==> config.mk <==
export PLATFORM = sky130hd
export DESIGN_NAME = booth_div
export DESIGN_NICKNAME = d
export VERILOG_FILES = /design/src/rtl/booth_div.sv
export SDC_FILE = /design/constraint.sdc
export NUM_CORES = 1
export LEC_CHECK = 0
export CAP_MARGIN = 20
export CORE_MARGIN = 1
export CORE_UTILIZATION = 50
export CTS_BUF_LIST = sky130_fd_sc_hd__clkbuf_4
export DETAILED_ROUTE_END_ITERATION = 12
export GPL_TIMING_DRIVEN = 0
export PLACE_DENSITY = 0.72
export SLEW_MARGIN = 15
export SYNTH_ARGS = -nofsm -noshare
export SYNTH_HDL_FRONTEND = slang
export SYNTH_SLANG_ARGS = --single-unit
==> constraint.sdc <==
create_clock -name clk_i -period 7.6 [get_ports clk_i]
set_input_delay 1.14 -clock clk_i [delete_from_list [all_inputs] [get_ports clk_i]]
set_output_delay 1.14 -clock clk_i [all_outputs]
set_load 0.05 [all_outputs]
==> src/rtl/booth_div.sv <==
// Sequential radix-2 restoring divider (signed/unsigned), companion to the Booth multiplier.
// Optional macro BOOTH_DIV_EARLY_OUT_EN skips CALC for trivial divisors/dividends.
module booth_div #(
  parameter int unsigned WIDTH = 32
) (
  input  logic             clk_i,
  input  logic             rst_ni,
  input  logic             start_i,
  input  logic             signed_op_i,
  input  logic [WIDTH-1:0] dividend_i,
  input  logic [WIDTH-1:0] divisor_i,
  output logic             busy_o,
  output logic             done_o,
  output logic [WIDTH-1:0] quotient_o,
  output logic [WIDTH-1:0] remainder_o,
  output logic             div_by_zero_o,
  output logic             overflow_o
);

  typedef enum logic [1:0] {StIdle, StCalc, StFix} state_e;

  localparam int unsigned   CntW    = $clog2(WIDTH + 1);
  localparam logic [CntW-1:0]  CntInit = CntW'(WIDTH);
  localparam logic [CntW-1:0]  CntOne  = CntW'(1);
  localparam logic [WIDTH-1:0] MinVal  = {1'b1, {(WIDTH-1){1'b0}}};

  state_e           state_q, state_d;
  logic [CntW-1:0]  cnt_q, cnt_d;
  logic [WIDTH:0]   a_q, a_d;
  logic [WIDTH-1:0] q_q, q_d;
  logic [WIDTH-1:0] m_q, m_d;
  logic             neg_q_q, neg_q_d;
  logic             neg_r_q, neg_r_d;
  logic             signed_q, signed_d;
  logic [WIDTH-1:0] dvd_q, dvd_d;
  logic [WIDTH-1:0] dvs_q, dvs_d;
  logic [WIDTH-1:0] quo_q, quo_d;
  logic [WIDTH-1:0] rem_q, rem_d;
  logic             dbz_q, dbz_d;
  logic             ovf_q, ovf_d;
  logic             done_q, done_d;

  logic             accept;
  logic             dvd_neg, dvs_neg;
  logic [WIDTH-1:0] dvd_abs, dvs_abs;
  logic [WIDTH:0]   a_sh;
  logic [WIDTH+1:0] diff;
  logic             early;

  // The done cycle still blocks a new start, so a held start is taken one cycle later.
  assign accept  = (state_q == StIdle) && !done_q && start_i;
  assign dvd_neg = signed_op_i & dividend_i[WIDTH-1];
  assign dvs_neg = signed_op_i & divisor_i[WIDTH-1];
  assign dvd_abs = dvd_neg ? -dividend_i : dividend_i;
  assign dvs_abs = dvs_neg ? -divisor_i : divisor_i;
  assign a_sh    = {a_q[WIDTH-1:0], q_q[WIDTH-1]};
  // One extra bit: a shifted unsigned remainder can reach 2^WIDTH.
  assign diff    = {1'b0, a_sh} - {2'b00, m_q};

`ifdef BOOTH_DIV_EARLY_OUT_EN
  assign early = (divisor_i == '0) || (divisor_i == WIDTH'(1)) ||
                 (signed_op_i && (divisor_i == '1)) || (dividend_i == '0);
`else
  assign early = 1'b0;
`endif

  always_comb begin
    state_d  = state_q;
    cnt_d    = cnt_q;
    a_d      = a_q;
    q_d      = q_q;
    m_d      = m_q;
    neg_q_d  = neg_q_q;
    neg_r_d  = neg_r_q;
    signed_d = signed_q;
    dvd_d    = dvd_q;
    dvs_d    = dvs_q;
    quo_d    = quo_q;
    rem_d    = rem_q;
    dbz_d    = dbz_q;
    ovf_d    = ovf_q;
    done_d   = 1'b0;
    unique case (state_q)
      StIdle: begin
        if (accept) begin
          signed_d = signed_op_i;
          dvd_d    = dividend_i;
          dvs_d    = divisor_i;
          neg_q_d  = dvd_neg ^ dvs_neg;
          neg_r_d  = dvd_neg;
          q_d      = dvd_abs;
          m_d      = dvs_abs;
          a_d      = '0;
          cnt_d    = CntInit;
          state_d  = early ? StFix : StCalc;
        end
      end
      StCalc: begin
        a_d   = diff[WIDTH+1] ? a_sh : diff[WIDTH:0];
        q_d   = {q_q[WIDTH-2:0], ~diff[WIDTH+1]};
        cnt_d = cnt_q - 1'b1;
        if (cnt_q == CntOne) state_d = StFix;
      end
      StFix: begin
        quo_d  = neg_q_q ? -q_q : q_q;
        rem_d  = neg_r_q ? -a_q[WIDTH-1:0] : a_q[WIDTH-1:0];
        dbz_d  = 1'b0;
        ovf_d  = 1'b0;
        if (dvs_q == '0) begin
          quo_d = '1;
          rem_d = dvd_q;
          dbz_d = 1'b1;
        end else if (signed_q && (dvd_q == MinVal) && (dvs_q == '1)) begin
          quo_d = MinVal;
          rem_d = '0;
          ovf_d = 1'b1;
        end
        done_d  = 1'b1;
        state_d = StIdle;
      end
      default: state_d = StIdle;
    endcase
  end

  always_ff @(posedge clk_i or negedge rst_ni) begin
    if (!rst_ni) begin
      state_q  <= StIdle;
      cnt_q    <= '0;
      a_q      <= '0;
      q_q      <= '0;
      m_q      <= '0;
      neg_q_q  <= 1'b0;
      neg_r_q  <= 1'b0;
      signed_q <= 1'b0;
      dvd_q    <= '0;
      dvs_q    <= '0;
      quo_q    <= '0;
      rem_q    <= '0;
      dbz_q    <= 1'b0;
      ovf_q    <= 1'b0;
      done_q   <= 1'b0;
    end else begin
      state_q  <= state_d;
      cnt_q    <= cnt_d;
      a_q      <= a_d;
      q_q      <= q_d;
      m_q      <= m_d;
      neg_q_q  <= neg_q_d;
      neg_r_q  <= neg_r_d;
      signed_q <= signed_d;
      dvd_q    <= dvd_d;
      dvs_q    <= dvs_d;
      quo_q    <= quo_d;
      rem_q    <= rem_d;
      dbz_q    <= dbz_d;
      ovf_q    <= ovf_d;
      done_q   <= done_d;
    end
  end

  assign busy_o        = (state_q != StIdle) || done_q;
  assign done_o        = done_q;
  assign quotient_o    = quo_q;
  assign remainder_o   = rem_q;
  assign div_by_zero_o = dbz_q;
  assign overflow_o    = ovf_q;

endmodule
==> results.yml <==
power:
  power-per-cell-area_nw_per_um2: 467
  ir_drop_mv: 0.224
  power.static_leakage_nw: 7.12
clocking:
  cts.repair.resized: 0
  clk_pin_slew_ns: 0.06
  tritoncts: "built"
  clockRootBuffer: "sky130_fd_sc_hd__clkbuf_4"
  worst_skew_late_latency_ns: 0.70
  clock_sink_count: 237
  post_cts_setup_repair_buffer_count: 0
  tritoncts.num_buffers: 67
  cts-hold-fix-buffers: 0
  clock_tree.buffer_depth: 3
  cts_max_level: 3
worst_setup_path:
  critical_path_arrival_ns: 4.87
  crit_path_start_kind: "register"
  r2r_end: "remainder_o[28]"
  worst-endpoint-required_ns: 8.17
  length_in_cells_of_the_worst_reg_to_reg_path: 9
  critical_path.startpoint: "dvd_q[27]"
  crit_fanout: 10
  rr_startpoint: "dvd_q[27]"
  worst_setup_path_end_kind: "register"
  regToRegSetupSlack_ns: 3.29
  timing.setup.critical_path_class: "reg -> reg"
grt:
  grt_first_pass_wirelength_mm: 71.0
  antenna_violations_before_repair: 2
  global_route.usage.total_pct: 32.0
  globalRouteOverflowTotal: 0
  maximum_number_of_pins_on_one_net_before_global_route_repair: 104
  first_global_vias: 13100
timing:
  slew_viol_final: 0
  portion_of_the_clock_cycle_consumed_by_the_worst_path_in_the_final_layout_pct: 56.7
  setup_slack_ns: 3.29
  rsz0062_at_grt: "false"
  final_layout_setup_total_negative_slack_ns: 0
  fmax_ghz: 0.232
  fin_skew_ns: 0.0460
  timing.final.setup_violations: 0
  worst-slew-pin-transition_ns: 1.04
  slew_headroom_pct: 30.3
  period_minus_slack_ns: 4.31
  timing.final.hold_violations: 0
detailed_routing:
  drt.antenna.violating_nets: 0
  drt_first_pass_iters: 5
  total_wire_length_mm: 44.8
  drt_first_iter_violations: 1132
  vias_after_detailed_routing: 13600
  vias_per_cell: 5.90
  routed_wire_per_std_cell_um: 19.4
  drt_drc_violations_left: 0
flow_run:
  cap_viol_max_count: 0
synthesis:
  synth_fp_nets: 1786
  synth-main-ff-cell: "sky130_fd_sc_hd__dfrtp_1"
  netlist_area_um2: 14000
  synthArstFlopShare_pct: 100
  cell_types_occupying_the_most_area_after_synthesis: "sky130_fd_sc_hd__dfrtp_1 42%, sky130_fd_sc_hd__nand2_1 9.0%, sky130_fd_sc_hd__o21ai_0 6.7%"
  yosys_warnings: 0
  synth_top_area_share_pct: 42.3
  syn_inst: 1679
  ys_seq_elements: 237
  ys_seq_area_share_pct: 42.3
  synth_edf_count: 0
  synth.avg_cell_area_um2: 8.35
  post_synth_num_cell_types: 59
  netlist.top_cell.by_area: "sky130_fd_sc_hd__dfrtp_1"
finish:
  multiInputGateArea_um2: 7520
  final_nets: 1992
  layout.filler_cells: 2444
  post_route_cells_drive_above_1_share_pct: 6.27
  final-seq-area_um2: 5930
  mostFrequentLayoutCell: "sky130_fd_sc_hd__nand2_1"
  most-common-layout-cells: "337 x sky130_fd_sc_hd__nand2_1, 237 x sky130_fd_sc_hd__dfrtp_1, 188 x sky130_fd_sc_hd__o21ai_0, 134 x sky130_fd_sc_hd__clkdlybuf4s50_1, 103 x sky130_fd_sc_hd__nor2_1"
  synthToLayoutAreaGrowth_pct: 19.3
floorplan:
  io-pin-count: 136
  die_area_um2: 28700
  horizontal_die_dimension_um: 169
  initial_core_util_pct: 51.5
  floorplan.core_area_um2: 27300
  die_h_um: 169
  std_cell_rows: 60
placed_design:
  detailedPlace.worstSlack_ns: 3.24
  hpwl_reported_at_the_end_of_detailed_placement_mm: 34.5
  gpl.final_weighted_congestion: 0.947
  portBuffers: 135
worst_hold_path:
  min-delay-path-class: "in -> async"
status:
  outcome: "finished clean"
stage by stage:
stage                     area [um^2]  instances  hold WS (ns)  utilization [%]  power (W)
after floorplan                 14000       1679         0.438                -    0.00529
final                           16700       2304         0.354             61.4    0.00781
after global routing            16700       2304         0.371             61.4    0.00842
after global placement          15800       2186         0.457             58.1    0.00646
after detailed placement        15900       2188         0.466             58.4    0.00657
after CTS                       16700       2303         0.341             61.4    0.00775
synth_stat cells, types with 9 or more instances:
cell type                  count
sky130_fd_sc_hd__o31ai_1      26
sky130_fd_sc_hd__nand4_1      15
sky130_fd_sc_hd__nor4_1       28
sky130_fd_sc_hd__xor2_1       79
sky130_fd_sc_hd__nand3_1      20
sky130_fd_sc_hd__nor2_1      103
sky130_fd_sc_hd__nand2_1     337
sky130_fd_sc_hd__clkbuf_1     86
sky130_fd_sc_hd__a22oi_1      30
sky130_fd_sc_hd__ha_1         38
sky130_fd_sc_hd__o41ai_1      11
sky130_fd_sc_hd__o21ai_0     188
sky130_fd_sc_hd__inv_1        58
sky130_fd_sc_hd__nor3_1       46
sky130_fd_sc_hd__a221oi_1      9
sky130_fd_sc_hd__a21oi_1     101
sky130_fd_sc_hd__o21a_1       24
sky130_fd_sc_hd__xnor2_1      62
sky130_fd_sc_hd__a31oi_1      11
sky130_fd_sc_hd__dfrtp_1     237
sky130_fd_sc_hd__and2_1       10
sky130_fd_sc_hd__or4_1        14
sky130_fd_sc_hd__or3_1        16
sky130_fd_sc_hd__o21ai_1      12
worst max path at each step:
stage / end / slack [ns] / depth (start not counted)
finish: remainder_o[28] / 3.29 / 9
floorplan: m_q[29] / 4.27 / 8
detailed placement: m_q[29] / 3.24 / 9
global placement: dvs_q[28] / -4.70 / 1
global route: remainder_o[28] / 3.29 / 9
CTS: remainder_o[28] / 3.64 / 9
critical path, stage by stage (launching register included):
cell                       delay [ns]
sky130_fd_sc_hd__dfrtp_1         0.52
sky130_fd_sc_hd__nand4b_1        0.24
sky130_fd_sc_hd__nor4_1          0.83
sky130_fd_sc_hd__nand3_1         0.22
sky130_fd_sc_hd__nor4_1          0.90
sky130_fd_sc_hd__clkbuf_1        0.44
sky130_fd_sc_hd__clkbuf_1        0.54
sky130_fd_sc_hd__nor3_1          0.13
sky130_fd_sc_hd__a21oi_1         0.27
sky130_fd_sc_hd__o21ai_0         0.11
metal layers:
metal	track usage, %	vias up	part of all wire (%)
met4	13.7	0	3.8
met3	5.83	116	8.3
met5	0	-	0
met1	43.7	6506	43
met2	50.0	611	45
li1	-	6359	-
cell families (layout without fill, tap and decap cells):
family,after synthesis,in the layout,synth area share (%)
AND/OR/NAND/NOR,631,631,20.2
XOR/XNOR,141,141,8.80
buffers and inverters,153,405,4.14
AO/OA/AOI/OAI,469,469,20.3
other,0,1,0
adder cells (fa/ha/maj),39,39,3.53
multiplexers,9,9,0.651
flip-flops,237,237,42.3
sequential cells by signal, indices dropped and copies added, names as in the netlist:
register       count
a_q               32
cnt_q              6
state_q            2
overflow_o         1
dvs_q             31
quotient_o        32
div_by_zero_o      1
dvd_q             32
signed_q           1
remainder_o       32
q_q               32
neg_q_q            1
m_q               32
done_o             1
neg_r_q            1
power by group:
part	total (W)	leakage, nW	internal [W]	switching [W]
registers	0.00242	2.86	0.00179	0.000621
clock network	0.00116	0.492	0.000609	0.000554
logic	0.00423	3.76	0.00163	0.00261
area by class of cell:
| class | instances | share of cell area [%] |
|---|---|---|
| clock buffer | 95 | 4.26 |
| timing repair buffer | 137 | 8.44 |
| multi-input combinational | 1289 | 44.9 |
| antenna | 1 | 0.0150 |
| clock inverter | 20 | 0.651 |
| sequential | 237 | 35.5 |
| tap | 372 | 2.78 |
| buffer | 95 | 2.17 |
| inverter | 58 | 1.30 |
(Power assumes the default switching activity.)
